## src/rtl/aug_sched_pkg.sv

```systemverilog
// Shared types and slot-base helper for the augmentation slot scheduler.
package aug_sched_pkg;

    typedef enum logic [1:0] {
        IDLE,
        LAUNCH,
        BUSY
    } stage_state_t;

    typedef logic slot_sel_t;

    // Wide enough for any BRAM address width; callers cast down to their width.
    typedef logic [31:0] addr_word_t;

    function automatic addr_word_t slot_base(
        input slot_sel_t  sel,
        input addr_word_t base1,
        input addr_word_t base2
    );
        return sel ? base2 : base1;
    endfunction

endpackage

```

## src/rtl/stage_sequencer.sv

```systemverilog
// Launch/busy sequencer for one downstream stage: one-cycle start pulse,
// then waits for the stage's done pulse.
module stage_sequencer
    import aug_sched_pkg::*;
(
    input  logic clk,
    input  logic reset,
    input  logic ready,
    input  logic done,
    output logic start,
    output logic busy,
    output logic advance,
    output logic error
);

    stage_state_t state;

    always_ff @(posedge clk or posedge reset) begin
        if (reset) begin
            state <= IDLE;
            start <= 1'b0;
        end else begin
            start <= 1'b0;
            case (state)
                IDLE: begin
                    if (ready) begin
                        state <= LAUNCH;
                        start <= 1'b1;
                    end
                end
                LAUNCH:  state <= BUSY;
                BUSY: begin
                    if (done) begin
                        state <= IDLE;
                    end
                end
                default: state <= IDLE;
            endcase
        end
    end

    assign busy    = (state == BUSY);
    assign advance = done && busy;
    // Any done outside BUSY is a protocol violation by the stage.
    assign error   = done && !busy;

endmodule

```

## src/rtl/augment_scheduler.sv

```systemverilog
// Two-slot ping-pong scheduler for the blur -> rotation -> crop augmentation
// pipeline: tracks slot occupancy, launches stages and stalls the reader.
module augment_scheduler
    import aug_sched_pkg::*;
#(
    parameter int                        ADDR_WIDTH_INT = 11,
    parameter logic [ADDR_WIDTH_INT-1:0] BRAM_INT_BASE1 = 11'h000,
    parameter logic [ADDR_WIDTH_INT-1:0] BRAM_INT_BASE2 = 11'h310,
    parameter int                        CNT_WIDTH      = 16
) (
    input  logic                      clk,
    input  logic                      reset,
    input  logic                      blur_done,
    input  logic                      rot_done,
    input  logic                      crop_done,
    output logic [ADDR_WIDTH_INT-1:0] blur_wr_base,
    output logic                      rot_start,
    output logic [ADDR_WIDTH_INT-1:0] rot_rd_base,
    output logic [ADDR_WIDTH_INT-1:0] rot_wr_base,
    output logic                      crop_start,
    output logic [ADDR_WIDTH_INT-1:0] crop_rd_base,
    output logic                      stall,
    output logic [CNT_WIDTH-1:0]      images_out,
    output logic                      seq_error
);

    localparam addr_word_t BASE1_W = addr_word_t'(BRAM_INT_BASE1);
    localparam addr_word_t BASE2_W = addr_word_t'(BRAM_INT_BASE2);

    logic [1:0] blur_full, blur_full_nxt;
    logic [1:0] rot_full, rot_full_nxt;
    slot_sel_t  blur_wr_sel, rot_rd_sel, rot_wr_sel, crop_rd_sel;

    logic rot_ready, rot_busy, rot_adv, rot_err;
    logic crop_ready, crop_busy, crop_adv, crop_err;
    logic blur_accept, blur_reject;
    logic unused_busy;

    assign stall       = blur_full[blur_wr_sel];
    assign blur_accept = blur_done && !stall;
    assign blur_reject = blur_done && stall;

    assign rot_ready  = blur_full[rot_rd_sel] && !rot_full[rot_wr_sel];
    assign crop_ready = rot_full[crop_rd_sel];

    stage_sequencer u_rot_seq (
        .clk     (clk),
        .reset   (reset),
        .ready   (rot_ready),
        .done    (rot_done),
        .start   (rot_start),
        .busy    (rot_busy),
        .advance (rot_adv),
        .error   (rot_err)
    );

    stage_sequencer u_crop_seq (
        .clk     (clk),
        .reset   (reset),
        .ready   (crop_ready),
        .done    (crop_done),
        .start   (crop_start),
        .busy    (crop_busy),
        .advance (crop_adv),
        .error   (crop_err)
    );

    assign unused_busy = rot_busy ^ crop_busy;

    // Clears are applied before sets so a same-bit collision resolves to set.
    always_comb begin
        blur_full_nxt = blur_full;
        rot_full_nxt  = rot_full;
        if (rot_adv) begin
            blur_full_nxt[rot_rd_sel] = 1'b0;
        end
        if (blur_accept) begin
            blur_full_nxt[blur_wr_sel] = 1'b1;
        end
        if (crop_adv) begin
            rot_full_nxt[crop_rd_sel] = 1'b0;
        end
        if (rot_adv) begin
            rot_full_nxt[rot_wr_sel] = 1'b1;
        end
    end

    always_ff @(posedge clk or posedge reset) begin
        if (reset) begin
            blur_full   <= 2'b00;
            rot_full    <= 2'b00;
            blur_wr_sel <= 1'b0;
            rot_rd_sel  <= 1'b0;
            rot_wr_sel  <= 1'b0;
            crop_rd_sel <= 1'b0;
            images_out  <= '0;
            seq_error   <= 1'b0;
        end else begin
            blur_full <= blur_full_nxt;
            rot_full  <= rot_full_nxt;
            if (blur_accept) begin
                blur_wr_sel <= ~blur_wr_sel;
            end
            if (rot_adv) begin
                rot_rd_sel <= ~rot_rd_sel;
                rot_wr_sel <= ~rot_wr_sel;
            end
            if (crop_adv) begin
                crop_rd_sel <= ~crop_rd_sel;
                images_out  <= images_out + 1'b1;
            end
            if (blur_reject || rot_err || crop_err) begin
                seq_error <= 1'b1;
            end
        end
    end

    assign blur_wr_base = ADDR_WIDTH_INT'(slot_base(blur_wr_sel, BASE1_W, BASE2_W));
    assign rot_rd_base  = ADDR_WIDTH_INT'(slot_base(rot_rd_sel,  BASE1_W, BASE2_W));
    assign rot_wr_base  = ADDR_WIDTH_INT'(slot_base(rot_wr_sel,  BASE1_W, BASE2_W));
    assign crop_rd_base = ADDR_WIDTH_INT'(slot_base(crop_rd_sel, BASE1_W, BASE2_W));

endmodule

```

## config.mk

```make
export PLATFORM = sky130hd
export DESIGN_NAME = augment_scheduler
export DESIGN_NICKNAME = d
export VERILOG_FILES = /design/src/rtl/aug_sched_pkg.sv /design/src/rtl/stage_sequencer.sv /design/src/rtl/augment_scheduler.sv
export SDC_FILE = /design/constraint.sdc
export NUM_CORES = 1
export LEC_CHECK = 0
export ABC_AREA = 1
export BUFFER_PORTS_ARGS = -buffer_cell sky130_fd_sc_hd__buf_2
export CAP_MARGIN = 20
export CORE_MARGIN = 4
export CORE_UTILIZATION = 54
export CTS_BUF_LIST = sky130_fd_sc_hd__clkbuf_4 sky130_fd_sc_hd__clkbuf_8
export CTS_CLUSTER_SIZE = 20
export DETAILED_ROUTE_END_ITERATION = 10
export HOLD_SLACK_MARGIN = 0.06
export PLACE_DENSITY = 0.95
export SLEW_MARGIN = 20
export SYNTH_ARGS = -nofsm -noshare
export SYNTH_HDL_FRONTEND = slang
export SYNTH_HIERARCHICAL = 1
export SYNTH_SLANG_ARGS = --single-unit
```

## constraint.sdc

```tcl
create_clock -name clk -period 4.07 [get_ports clk]
set_input_delay 0.407 -clock clk [delete_from_list [all_inputs] [get_ports clk]]
set_output_delay 0.407 -clock clk [all_outputs]
set_load 0.01 [all_outputs]
```

## Yosys cells after proc, flatten, opt, wreduce, memory -nomap -nowiden

Index checks and enable logic that the tools add are counted.

| storage, ports and cells | value |
|---|---|
| output and inout port bits | 64 |
| register bits after elaboration | 31 |
| input bits | 5 |
| logic and storage cells | 94 |

| cells by class | value |
|---|---|
| mux-type cells | 34 |
| reduce and logical (&&, ||, !) cells | 21 |
| magnitude comparators | 8 |
| bitwise gates (word level) | 10 |
| eq/ne operators | 8 |
| $add $sub $neg | 1 |

Operators by type and width:

| kind | count |
|---|---|
| 2-to-1 mux 10 bit | 4 |
| adder 16 x 1 -> 16 bit (second input constant) | 1 |
| 2-to-1 mux 1 bit | 16 |
| 2-to-1 mux 2 bit | 8 |
| one-hot mux 2 bit (3 select lines) | 2 |
| logical AND 1 bit | 11 |
| less-than comparator 1 x 2 -> 1 bit (second input constant) | 4 |
| != test 2 bit (second input constant) | 4 |
| bitwise AND 2 bit | 2 |
| demux 1 bit (select 1 bit) | 4 |
| equality test 2 x 1 -> 1 bit (second input constant) | 2 |
| equality test 2 bit (second input constant) | 2 |
| >= comparator 1 bit (second input constant) | 4 |
| zero test 1 bit | 4 |
| zero test 2 bit | 2 |
| inverter 1 bit | 4 |
| inverter 2 bit | 2 |
| bitwise OR 2 bit | 2 |
| AND reduction 2 bit | 2 |
| logical OR 1 bit | 2 |

## Logic depth before layout (Yosys ltp)

Gate-level depths: netlist of the first run.

| logic depth | value |
|---|---|
| depth in word-level cells | 9 |
| mapped depth | 10 |

## Cells and area by module

Netlist of the first run, hierarchy kept.

By module, submodules not included:

| module | area each (µm²) | instances | cells each |
|---|---|---|---|
| augment_scheduler | 1521.5 | 1 | 181 |
| stage_sequencer | 137.6 | 2 | 16 |

## Worst setup path before layout of the first run

OpenSTA, ideal clock, no wires.

| timing | value |
|---|---|
| path kind | reg-to-reg |
| from | register u_crop_seq.state[0] |
| to | register images_out[12] |
| setup slack | 2.731 ns |
| library setup time | 0.123 ns |
| data required time | 3.947 ns |
| arrival time | 1.216 ns |
| period minus slack after synthesis | 1.339 ns |
| stages on the path, launching flop included | 10 |
| cells stage by stage | dfrtp_1 > inv_2 > nand2_2 > nor2_1 > buf_4 > nand3_2 > nor2_2 > nand2_1 > o21ai_0 > nand2_1 |

| between the ends | value |
|---|---|
| longest elaborated chain between the ends | 2 |

RTL lines:

| item | line | source |
|---|---|---|
| start: declaration | stage_sequencer.sv:16 | `stage_state_t state;` |
| start signal: assignment | stage_sequencer.sv:20 | `state <= IDLE;` |
| start signal: assignment | stage_sequencer.sv:27 | `state <= LAUNCH;` |
| start signal: assignment | stage_sequencer.sv:31 | `LAUNCH: state <= BUSY;` |
| equality test 2 bit | stage_sequencer.sv:42 | `assign busy = (state == BUSY);` |
| logical AND 1 bit | stage_sequencer.sv:43 | `assign advance = done && busy;` |
| via crop_adv | augment_scheduler.sv:35 | `logic crop_ready, crop_busy, crop_adv, crop_err;` |
| end signal: assignment | augment_scheduler.sv:110 | `images_out <= images_out + 1'b1;` |
| end: declaration | augment_scheduler.sv:23 | `output logic [CNT_WIDTH-1:0] images_out,` |

The timed path passes the listed nets, and every way through them passes these cells.
A chain may end at the register's enable or synchronous reset.

## Worst setup path in the final report of the first run

| timing | value |
|---|---|
| from | register u_crop_seq.state[0] |
| to | register images_out[14] |

Same word-level chain as after synthesis.

==> impl_metrics.env, run 1 <==
export IMPL_drc=0
export IMPL_p_per_area_mw_per_mm2=548.7
export IMPL_tns_ps=0
export IMPL_fmaxAchievable_mhz=542.3
export IMPL_grt_max_degree=26
export IMPL_r2r_end="images_out[14]$_DFFE_PP0P_"
export IMPL_final_common_cell="nand2_1"
export IMPL_crit_path_end_kind="flop"
export IMPL_yosys_cell_types_count=23
export IMPL_avgRoutedWirePerCell_um=10.46
export IMPL_vias=1283
export IMPL_cp_max_fo=8
export IMPL_startpoint="u_crop_seq/state[0]$_DFFE_PP0P_"
export IMPL_routabilityCongestion=0.9480
export IMPL_crit_required_ps=4290
export IMPL_final_min_clock_period_ps=1844
export IMPL_worstReg2RegStart="u_crop_seq/state[0]$_DFFE_PP0P_"
export IMPL_seqPwrFrac_pct=47.2
export IMPL_grt_pass1_vias=1162
export IMPL_start_kind="flop"
export IMPL_vdd_drop_max_v=0.0003225
export IMPL_ys_ff_latch=31
export IMPL_ys_seq_area_share_pct=43.18
export IMPL_critPathSlowestCell="nor2_1"
export IMPL_area_growth_pct=4.457
export IMPL_rr_worst_depth=8
export IMPL_slew_violations=0
export IMPL_clock_latency_ps=320
export IMPL_cts_buffers=5
export IMPL_skew_ps=8.939
export IMPL_drt_vias_per_instance=4.470
export IMPL_drt_iter0_markers=45
export IMPL_hp_class="input pin to flop"
export IMPL_worst_slew_pin_slew_ps=907.9
export IMPL_cts_sinks=31
export IMPL_firstDrtPassIters=4
export IMPL_worst_path_most_repeated_cell="nand2_1"
export IMPL_final_cell_mix="nand2_1 (44), buf_2 (36), conb_1 (32)"
export IMPL_antenna_left=0
export IMPL_endpoint="images_out[14]$_DFFE_PP0P_"
export IMPL_grt_ovfl_total=0
export IMPL_fin_crit_sh_pct=45.31
export IMPL_drive_above_1_share_pct=23.87
export IMPL_place_hpwl_um=2412
export IMPL_rrSetupSlack_ps=2230
export IMPL_power_frac_comb_pct=35.8
export IMPL_p_switching_w=0.0004057
export IMPL_power_leakage_nw=1.020
export IMPL_slew_headroom_pct=39.41
export IMPL_cts_tree="done"
export IMPL_port_buffers=36
export IMPL_antenna_cells=0
export IMPL_finalNetCount=249
export IMPL_arrival_ps=2070
export IMPL_cpPeakStageDelay_ps=500
export IMPL_grt_pass1_wl_um=5043
export IMPL_ctsResizeCount=0
export IMPL_path_cells="inv_2 -> nand2_2 -> nor2_1 -> nand3_2 -> nor2_2 -> nand3_1 -> nand2_1 -> nand2_1"
export IMPL_die_width_um=65.68
export IMPL_power_internal_w=0.0006241
export IMPL_p_clk_share_pct=17.1
export IMPL_grtUsageTotal_pct=15.26
export IMPL_cts_root_buf="clkbuf_4"
export IMPL_fp_row_count=20
export IMPL_drt_wl_total_um=3002
export IMPL_finalSetupViolations=0
export IMPL_antenna_found_initial=0
export IMPL_rsz0062_at_grt="no"
export IMPL_core_area_mm2=0.003128
export IMPL_yosysWarnings=6
export IMPL_outcome="finished, final reports clean"
export IMPL_synthCells=213
export IMPL_switching_share_pct=39.39
export IMPL_io_pins=69
export IMPL_placed_area_mm2=0.001810
export IMPL_cts_reportedPaths_clkPinSlew_ps=90
export IMPL_die_h_um=65.68
export IMPL_postLayoutCellArea_mm2=0.001877
export IMPL_htreeDepth=2
export IMPL_fp_dieArea_mm2=0.004314
export IMPL_initial_core_util_pct=57.44
export IMPL_syn_mean_instance_area_um2=8.435
export IMPL_drv_cap=0
export IMPL_finalHoldViolCount=0
export IMPL_syn_cell_area_mm2=0.001797
export IMPL_clock_path_buffers=2
export IMPL_critical_path_class="flop to flop"
[power groups by stage]
| stage | combinational (W) | clock (W) | sequential (W) |
|---|---|---|---|
| finish | 0.000368 | 0.000176 | 0.000486 |
| global route | 0.000418 | 0.000195 | 0.000504 |
| CTS | 0.000373 | 0.000180 | 0.000485 |
| detailed placement | 0.000371 | 0 | 0.000492 |
| global placement | 0.000358 | 0 | 0.000487 |
| floorplan | 0.000335 | 0 | 0.000489 |
[sequential cells by signal, summed over array words and instances, names as in the netlist]
signal            flops
u_rot_seq/start       1
rot_rd_sel            1
u_rot_seq/state       2
u_crop_seq/state      2
rot_full              2
images_out           16
blur_wr_sel           1
seq_error             1
blur_full             2
crop_rd_sel           1
u_crop_seq/start      1
rot_wr_sel            1
[worst min path at each step]
stage	cells after the start	endpoint	startpoint	slack (ps)
global placement	2	u_crop_seq/start$_DFF_PP0_	reset	290
finish	3	seq_error$_DFFE_PP0P_	blur_done	350
floorplan	1	u_crop_seq/start$_DFF_PP0_	reset	160
CTS	3	seq_error$_DFFE_PP0P_	blur_done	340
detailed placement	2	u_rot_seq/state[1]$_DFFE_PP0P_	reset	300
global route	3	seq_error$_DFFE_PP0P_	blur_done	350
[timing repair]
item / 4_1_cts / 5_1_grt
setup buffers: 0 / 0
hold endpoints to repair: 6 / 0
hold buffers: 1 / 0
endpoints found under the setup margin: 0 / 0
[cells in the mapped netlist, drive strengths merged]
| cell | number | share of area, % |
|---|---|---|
| a211oi | 1 | 0.42 |
| a21oi | 1 | 0.28 |
| a22o | 1 | 0.49 |
| buf | 45 | 19 |
| conb | 1 | 0.21 |
| dfrtp | 31 | 43 |
| ha | 1 | 0.70 |
| inv | 26 | 5.4 |
| nand2 | 48 | 11 |
| nand3 | 9 | 2.8 |
| nand3b | 1 | 0.42 |
| nand4 | 4 | 1.4 |
| nor2 | 19 | 5.1 |
| nor3 | 1 | 0.28 |
| nor3b | 4 | 1.7 |
| o21ai | 7 | 1.9 |
| xnor2 | 5 | 2.4 |
| xor2 | 8 | 3.9 |
[stage by stage]
| stage | std cells | setup slack [ps] | utilization [%] | hold WS, ps | total power (W) |
|---|---|---|---|---|---|
| after floorplan | 244 | 2731 | - | 160.6 | 0.0008244 |
| after global placement | 279 | 2354 | 57.88 | 292.8 | 0.0008448 |
| after detailed placement | 279 | 2203 | 57.88 | 300.3 | 0.0008622 |
| after CTS | 287 | 2215 | 60.00 | 342.7 | 0.001038 |
| after global routing | 287 | 2033 | 60.00 | 347.8 | 0.001117 |
| final | 287 | 2226 | 60.00 | 354.2 | 0.001030 |
[critical path: cells and delay by family (launching register included)]
kind                   cells  cell delay, ps
buffers and inverters      1              70
DFF                        1             420
and+or+nand+nor            7            1260
[layout make-up]
cell class / count / area (um2)
timing repair buffer: 37 / 190.2
sequential: 31 / 775.7
multi-input combinational: 142 / 701.9
clock buffer: 6 / 51.30
tap: 44 / 55.05
clock inverter: 1 / 5.005
inverter: 26 / 97.59
fill: 284 / 1251
[logic make-up after synthesis]
logic type / count (synthesis) / share of synthesized area (%)
and+or+nand+nor: 86 / 22.21
DFF: 31 / 43.18
other: 1 / 0.2087
AOI/OAI and AO/OA: 10 / 3.133
buffers and inverters: 71 / 24.23
xor gates and xnor gates: 13 / 6.337
adders and majority gates: 1 / 0.6963
[per-layer routing]
layer  global-route usage (%)  up-vias  share of wire (%)
li1                         -      640                  -
met1                    18.44      588                 43
met2                    25.91       49                 48
met3                    3.248        6                7.0
met4                    6.736        0                1.8
met5                        0        -                  0
Power figures use the tool's default switching activity.
==> run 2, diff against run 1 <==
CORE_UTILIZATION = 50   (was 54)
PLACE_DENSITY = 0.92   (was 0.95)
clock period = 1.8 ns   (was 4.07 ns; I/O delays follow)
==> impl_metrics.env, run 2 (same netlist as run 1, synthesis figures left out) <==
export IMPL_outcome="finished, final reports clean"
export IMPL_crit_path_end_kind="flop"
export IMPL_die_h_um=67.95
export IMPL_antenna_left=0
export IMPL_drt_vias_per_instance=4.474
export IMPL_area_growth_pct=6.755
export IMPL_tns_ps=0
export IMPL_cts_root_buf="clkbuf_4"
export IMPL_cts_sinks=31
export IMPL_drv_cap=0
export IMPL_p_per_area_mw_per_mm2=1260
export IMPL_final_cell_mix="nand2_1 (44), buf_2 (36), conb_1 (32)"
export IMPL_fp_dieArea_mm2=0.004617
export IMPL_final_common_cell="nand2_1"
export IMPL_grt_pass1_vias=1226
export IMPL_vias=1311
export IMPL_core_area_mm2=0.003416
export IMPL_drive_above_1_share_pct=25.10
export IMPL_drt_wl_total_um=3097
export IMPL_avgRoutedWirePerCell_um=10.57
export IMPL_post_cts_repair_setup_buffers=0
export IMPL_firstDrtPassIters=4
export IMPL_htreeDepth=2
export IMPL_start_kind="flop"
export IMPL_crit_required_ps=2020
export IMPL_clock_path_buffers=2
export IMPL_grt_ovfl_total=0
export IMPL_finalNetCount=252
export IMPL_grt_max_degree=26
export IMPL_antenna_found_initial=0
export IMPL_cts_buffers=5
export IMPL_fin_cells=293
export IMPL_grtUsageTotal_pct=14.92
export IMPL_finalHoldViolCount=0
export IMPL_finalSetupViolations=0
export IMPL_power_leakage_nw=1.043
export IMPL_largest_reg_flops=16
export IMPL_final_min_clock_period_ps=1512
export IMPL_slew_violations=0
export IMPL_grt_pass1_wl_um=5133
export IMPL_rsz0062_at_grt="no"
export IMPL_largest_register="images_out"
export IMPL_routabilityCongestion=0.8856
export IMPL_place_hpwl_um=2443
export IMPL_fillers=315
export IMPL_drt_iter0_markers=37
export IMPL_initial_core_util_pct=52.60
export IMPL_hp_class="input pin to flop"
export IMPL_vdd_drop_max_v=0.0005429
export IMPL_cts_reportedPaths_clkPinSlew_ps=90
export IMPL_skew_ps=5.392
export IMPL_placed_area_mm2=0.001836
export IMPL_arrival_ps=1730
export IMPL_critical_path_class="flop to flop"
export IMPL_rrSetupSlack_ps=290
export IMPL_postLayoutCellArea_mm2=0.001918
export IMPL_drc=0
export IMPL_die_width_um=67.95
export IMPL_cp_max_fo=4
export IMPL_fp_row_count=21
export IMPL_cts_tree="done"
export IMPL_utilization_pct=56.15
export IMPL_dp_cells=284
export IMPL_fin_crit_sh_pct=84.02
export IMPL_clock_latency_ps=330
export IMPL_io_pins=69
export IMPL_port_buffers=36
export IMPL_fmaxAchievable_mhz=661.2
export IMPL_antenna_cells=0
-- run 2: cell count changes in the layout (fill, tap and decap cells not counted) --
cell	before	now
clkbuf_4	5	6
buf_4	0	3
clkbuf_8	1	2
clkinv_2	1	0
-- run 2: final timing paths --
| check | from | end | depth (start not counted) |
|---|---|---|---|
| setup / recovery | u_crop_seq/state[0]$_DFFE_PP0P_ | images_out[12]$_DFFE_PP0P_ | 8 |
| hold / removal | blur_done | seq_error$_DFFE_PP0P_ | 3 |
| setup reg to reg | u_crop_seq/state[0]$_DFFE_PP0P_ | images_out[12]$_DFFE_PP0P_ | 8 |
| hold reg to reg | seq_error$_DFFE_PP0P_ | seq_error$_DFFE_PP0P_ | 2 |
| max in group asynchronous | reset | images_out[7]$_DFFE_PP0P_ | 4 |
| min in group asynchronous | reset | u_rot_seq/state[1]$_DFFE_PP0P_ | 3 |
-- run 2: layout make-up --
| class | instances | area, um2 | area share [%] |
|---|---|---|---|
| clock buffers | 8 | 72.57 | 3.783 |
| repair buffers | 40 | 212.7 | 11.09 |
| well taps | 46 | 57.56 | 3.001 |
| multi-input cells | 142 | 701.9 | 36.59 |
| inverters | 26 | 97.59 | 5.088 |
| flip-flops and latches | 31 | 775.7 | 40.44 |
-- run 2: report_power, final --
part	total, W	switching (W)	internal [W]
Sequential	0.00111	0.000217	0.000889
Clock	0.000471	0.000226	0.000245
Combinational	0.000841	0.000486	0.000355
Total	0.00242	0.000929	0.00149
-- run 2: timing repair --
action / in CTS / in global routing
setup endpoints to repair: 0 / 0
hold buffers: 1 / 0
resized for setup: 0 / 0
hold endpoints to repair: 31 / 0
-- run 2: critical path, cell delays in order (launching register included) --
cell     delay, ps
dfrtp_1        420
inv_2           70
nand2_2         50
nor2_1         250
nand3_2        150
nor2_2         140
nand2_1        100
o21ai_0        160
nand2_1         60
-- run 2: routing by layer --
layer	share of wire, %	vias to the layer above	GRT usage [%]
met1	43	618	16.67
met2	48	45	25.75
li1	-	642	-
met4	1.9	0	7.196
met5	0	-	0
met3	6.9	6	4.433
-- run 2: through the flow --
stage          power, W  hold slack, ps  setup slack [ps]
3_5_place_dp   0.001968           69.17             289.5
2_1_floorplan  0.001864          -66.36             461.1
5_1_grt        0.002607           101.7             119.8
6_report       0.002417           96.51             287.6
3_3_place_gp   0.001923           66.93             366.2
4_1_cts        0.002442           82.74             265.1
==> run 3, diff against run 2 <==
CORE_UTILIZATION = 46   (was 50)
PLACE_DENSITY = 0.9   (was 0.92)
clock period = 1.3 ns   (was 1.8 ns; I/O delays follow)
==> impl_metrics.env, run 3 (same netlist as run 1, synthesis figures left out) <==
export IMPL_final_min_clock_period_ps=1424
export IMPL_fp_dieArea_mm2=0.004970
export IMPL_finalSetupViolations=9
export IMPL_drt_vias_per_instance=4.523
export IMPL_vias=1393
export IMPL_area_growth_pct=16.43
export IMPL_final_cell_mix="nand2_1 (43), buf_2 (36), conb_1 (32)"
export IMPL_cts_root_buf="clkbuf_8"
export IMPL_p_clk_share_pct=18.6
export IMPL_final_common_cell="nand2_1"
export IMPL_grt_ovfl_total=0
export IMPL_die_h_um=70.50
export IMPL_port_buffers=36
export IMPL_cpPeakStageDelay_ps=390
export IMPL_switching_share_pct=37.80
export IMPL_avgRoutedWirePerCell_um=11.46
export IMPL_grt_max_degree=26
export IMPL_fp_row_count=22
export IMPL_vdd_drop_max_v=0.0006597
export IMPL_clock_path_buffers=2
export IMPL_antenna_found_initial=0
export IMPL_drc=0
export IMPL_pre_cts_ws_ps=-54.10
export IMPL_power_leakage_nw=1.151
export IMPL_routabilityCongestion=0.8540
export IMPL_cts_sinks=31
export IMPL_critPathSlowestCell="dfrtp_1"
export IMPL_io_pins=69
export IMPL_start_kind="flop"
export IMPL_power_frac_comb_pct=41.1
export IMPL_core_area_mm2=0.003716
export IMPL_crit_path_end_kind="flop"
export IMPL_seqPwrFrac_pct=40.3
export IMPL_rsz0062_at_grt="yes"
export IMPL_cp_max_fo=7
export IMPL_utilization_pct=56.30
export IMPL_skew_ps=3.546
export IMPL_slew_violations=0
export IMPL_worst_path_most_repeated_cell="buf_4"
export IMPL_drt_wl_total_um=3530
export IMPL_crit_required_ps=1510
export IMPL_firstDrtPassIters=4
export IMPL_fin_crit_sh_pct=109.5
export IMPL_drive_above_1_share_pct=31.54
export IMPL_power_internal_w=0.002302
export IMPL_largest_reg_flops=16
export IMPL_clock_latency_ps=280
export IMPL_critical_path_class="flop to flop"
export IMPL_grtUsageTotal_pct=14.47
export IMPL_place_hpwl_um=2670
export IMPL_grt_pass1_vias=1345
export IMPL_cts_buffers=5
export IMPL_antenna_left=0
export IMPL_path_cells="inv_2 -> nand2_2 -> nor2_1 -> buf_4 -> nand2_4 -> nor2_4 -> buf_4 -> buf_4 -> xor2_1"
export IMPL_drv_cap=0
export IMPL_cts_reportedPaths_clkPinSlew_ps=60
export IMPL_finalNetCount=267
export IMPL_die_width_um=70.50
export IMPL_arrival_ps=1630
export IMPL_p_per_area_mw_per_mm2=1769
export IMPL_path_buf_inv=4
export IMPL_crit_family="buffers and inverters"
export IMPL_p_switching_w=0.001399
export IMPL_fmaxAchievable_mhz=702.3
export IMPL_fin_ws_ps=-124.0
export IMPL_grt_pass1_wl_um=5630
export IMPL_cts_tree="done"
export IMPL_htreeDepth=2
export IMPL_outcome="complete, but fails checks"
export IMPL_drt_iter0_markers=74
export IMPL_antenna_cells=0
export IMPL_finalHoldViolCount=0
export IMPL_initial_core_util_pct=48.35
export IMPL_violations="negative setup slack"
export IMPL_hp_class="input pin to flop"
export IMPL_largest_register="images_out"
-- run 3: per-stage QoR --
stage	setup TNS (ps)	cell area [um2]	power (W)	std cells	hold WS, ps
global placement	0	1926	0.002841	295	18.19
floorplan	-68.37	1933	0.002601	244	-116.4
detailed placement	-195.1	1926	0.002906	295	23.41
finish	-651.8	2092	0.003700	308	85.94
global route	-1886	2092	0.003972	308	99.53
CTS	-288.3	2036	0.003653	304	74.73
-- run 3: cell type report --
cell class | count | area (um2)
Timing Repair Buffer | 55 | 329.1
Clock buffer | 6 | 76.32
Fill cell | 323 | 1624
Sequential cell | 31 | 775.7
Inverter | 26 | 97.59
Multi-Input combinational cell | 142 | 753.2
Tap cell | 48 | 60.06
-- run 3: metal layers --
| layer | GRT usage, % | part of all wire, % | vias up | wire [um] |
|---|---|---|---|---|
| met5 | 0 | 0 | - | 0 |
| li1 | - | - | 670 | - |
| met2 | 24.32 | 52 | 59 | 1834 |
| met1 | 15.71 | 37 | 657 | 1313 |
| met4 | 9.787 | 2.4 | 0 | 83 |
| met3 | 3.885 | 8.4 | 7 | 298 |
-- run 3: what timing repair did --
| action | 4_1_cts | 5_1_grt |
|---|---|---|
| endpoints found under the hold margin | 31 | 0 |
| hold buffers | 1 | 0 |
| pin swaps | 8 | 6 |
| endpoints found under the setup margin | 9 | 18 |
| gates cloned | 0 | 0 |
| resized for setup | 2 | 8 |
| setup buffers | 2 | 4 |
-- run 3: path summary, 6_finish.rpt --
path	start	to	slack, ps	cells past startpoint
min in group asynchronous	reset	u_rot_seq/state[1]$_DFFE_PP0P_	280	3
max reg2reg	u_crop_seq/state[0]$_DFFE_PP0P_	images_out[3]$_DFFE_PP0P_	-120	9
min reg2reg	seq_error$_DFFE_PP0P_	seq_error$_DFFE_PP0P_	490	2
max	u_crop_seq/state[0]$_DFFE_PP0P_	images_out[3]$_DFFE_PP0P_	-120	9
max in group asynchronous	reset	images_out[13]$_DFFE_PP0P_	600	4
min	blur_done	seq_error$_DFFE_PP0P_	90	3
-- run 3: power by group through the flow --
stage	logic (W)	clock network (W)	registers (W)
after detailed placement	0.00140	0	0.00150
after global routing	0.00168	0.000757	0.00153
final	0.00152	0.000690	0.00149
after global placement	0.00136	0	0.00148
after floorplan	0.00106	0	0.00154
after CTS	0.00146	0.000708	0.00149
-- run 3: worst min-delay path: cells and delay by family --
kind / cells / cell delay (ps)
buffers and inverters: 1 / 100
and+or+nand+nor: 2 / 100
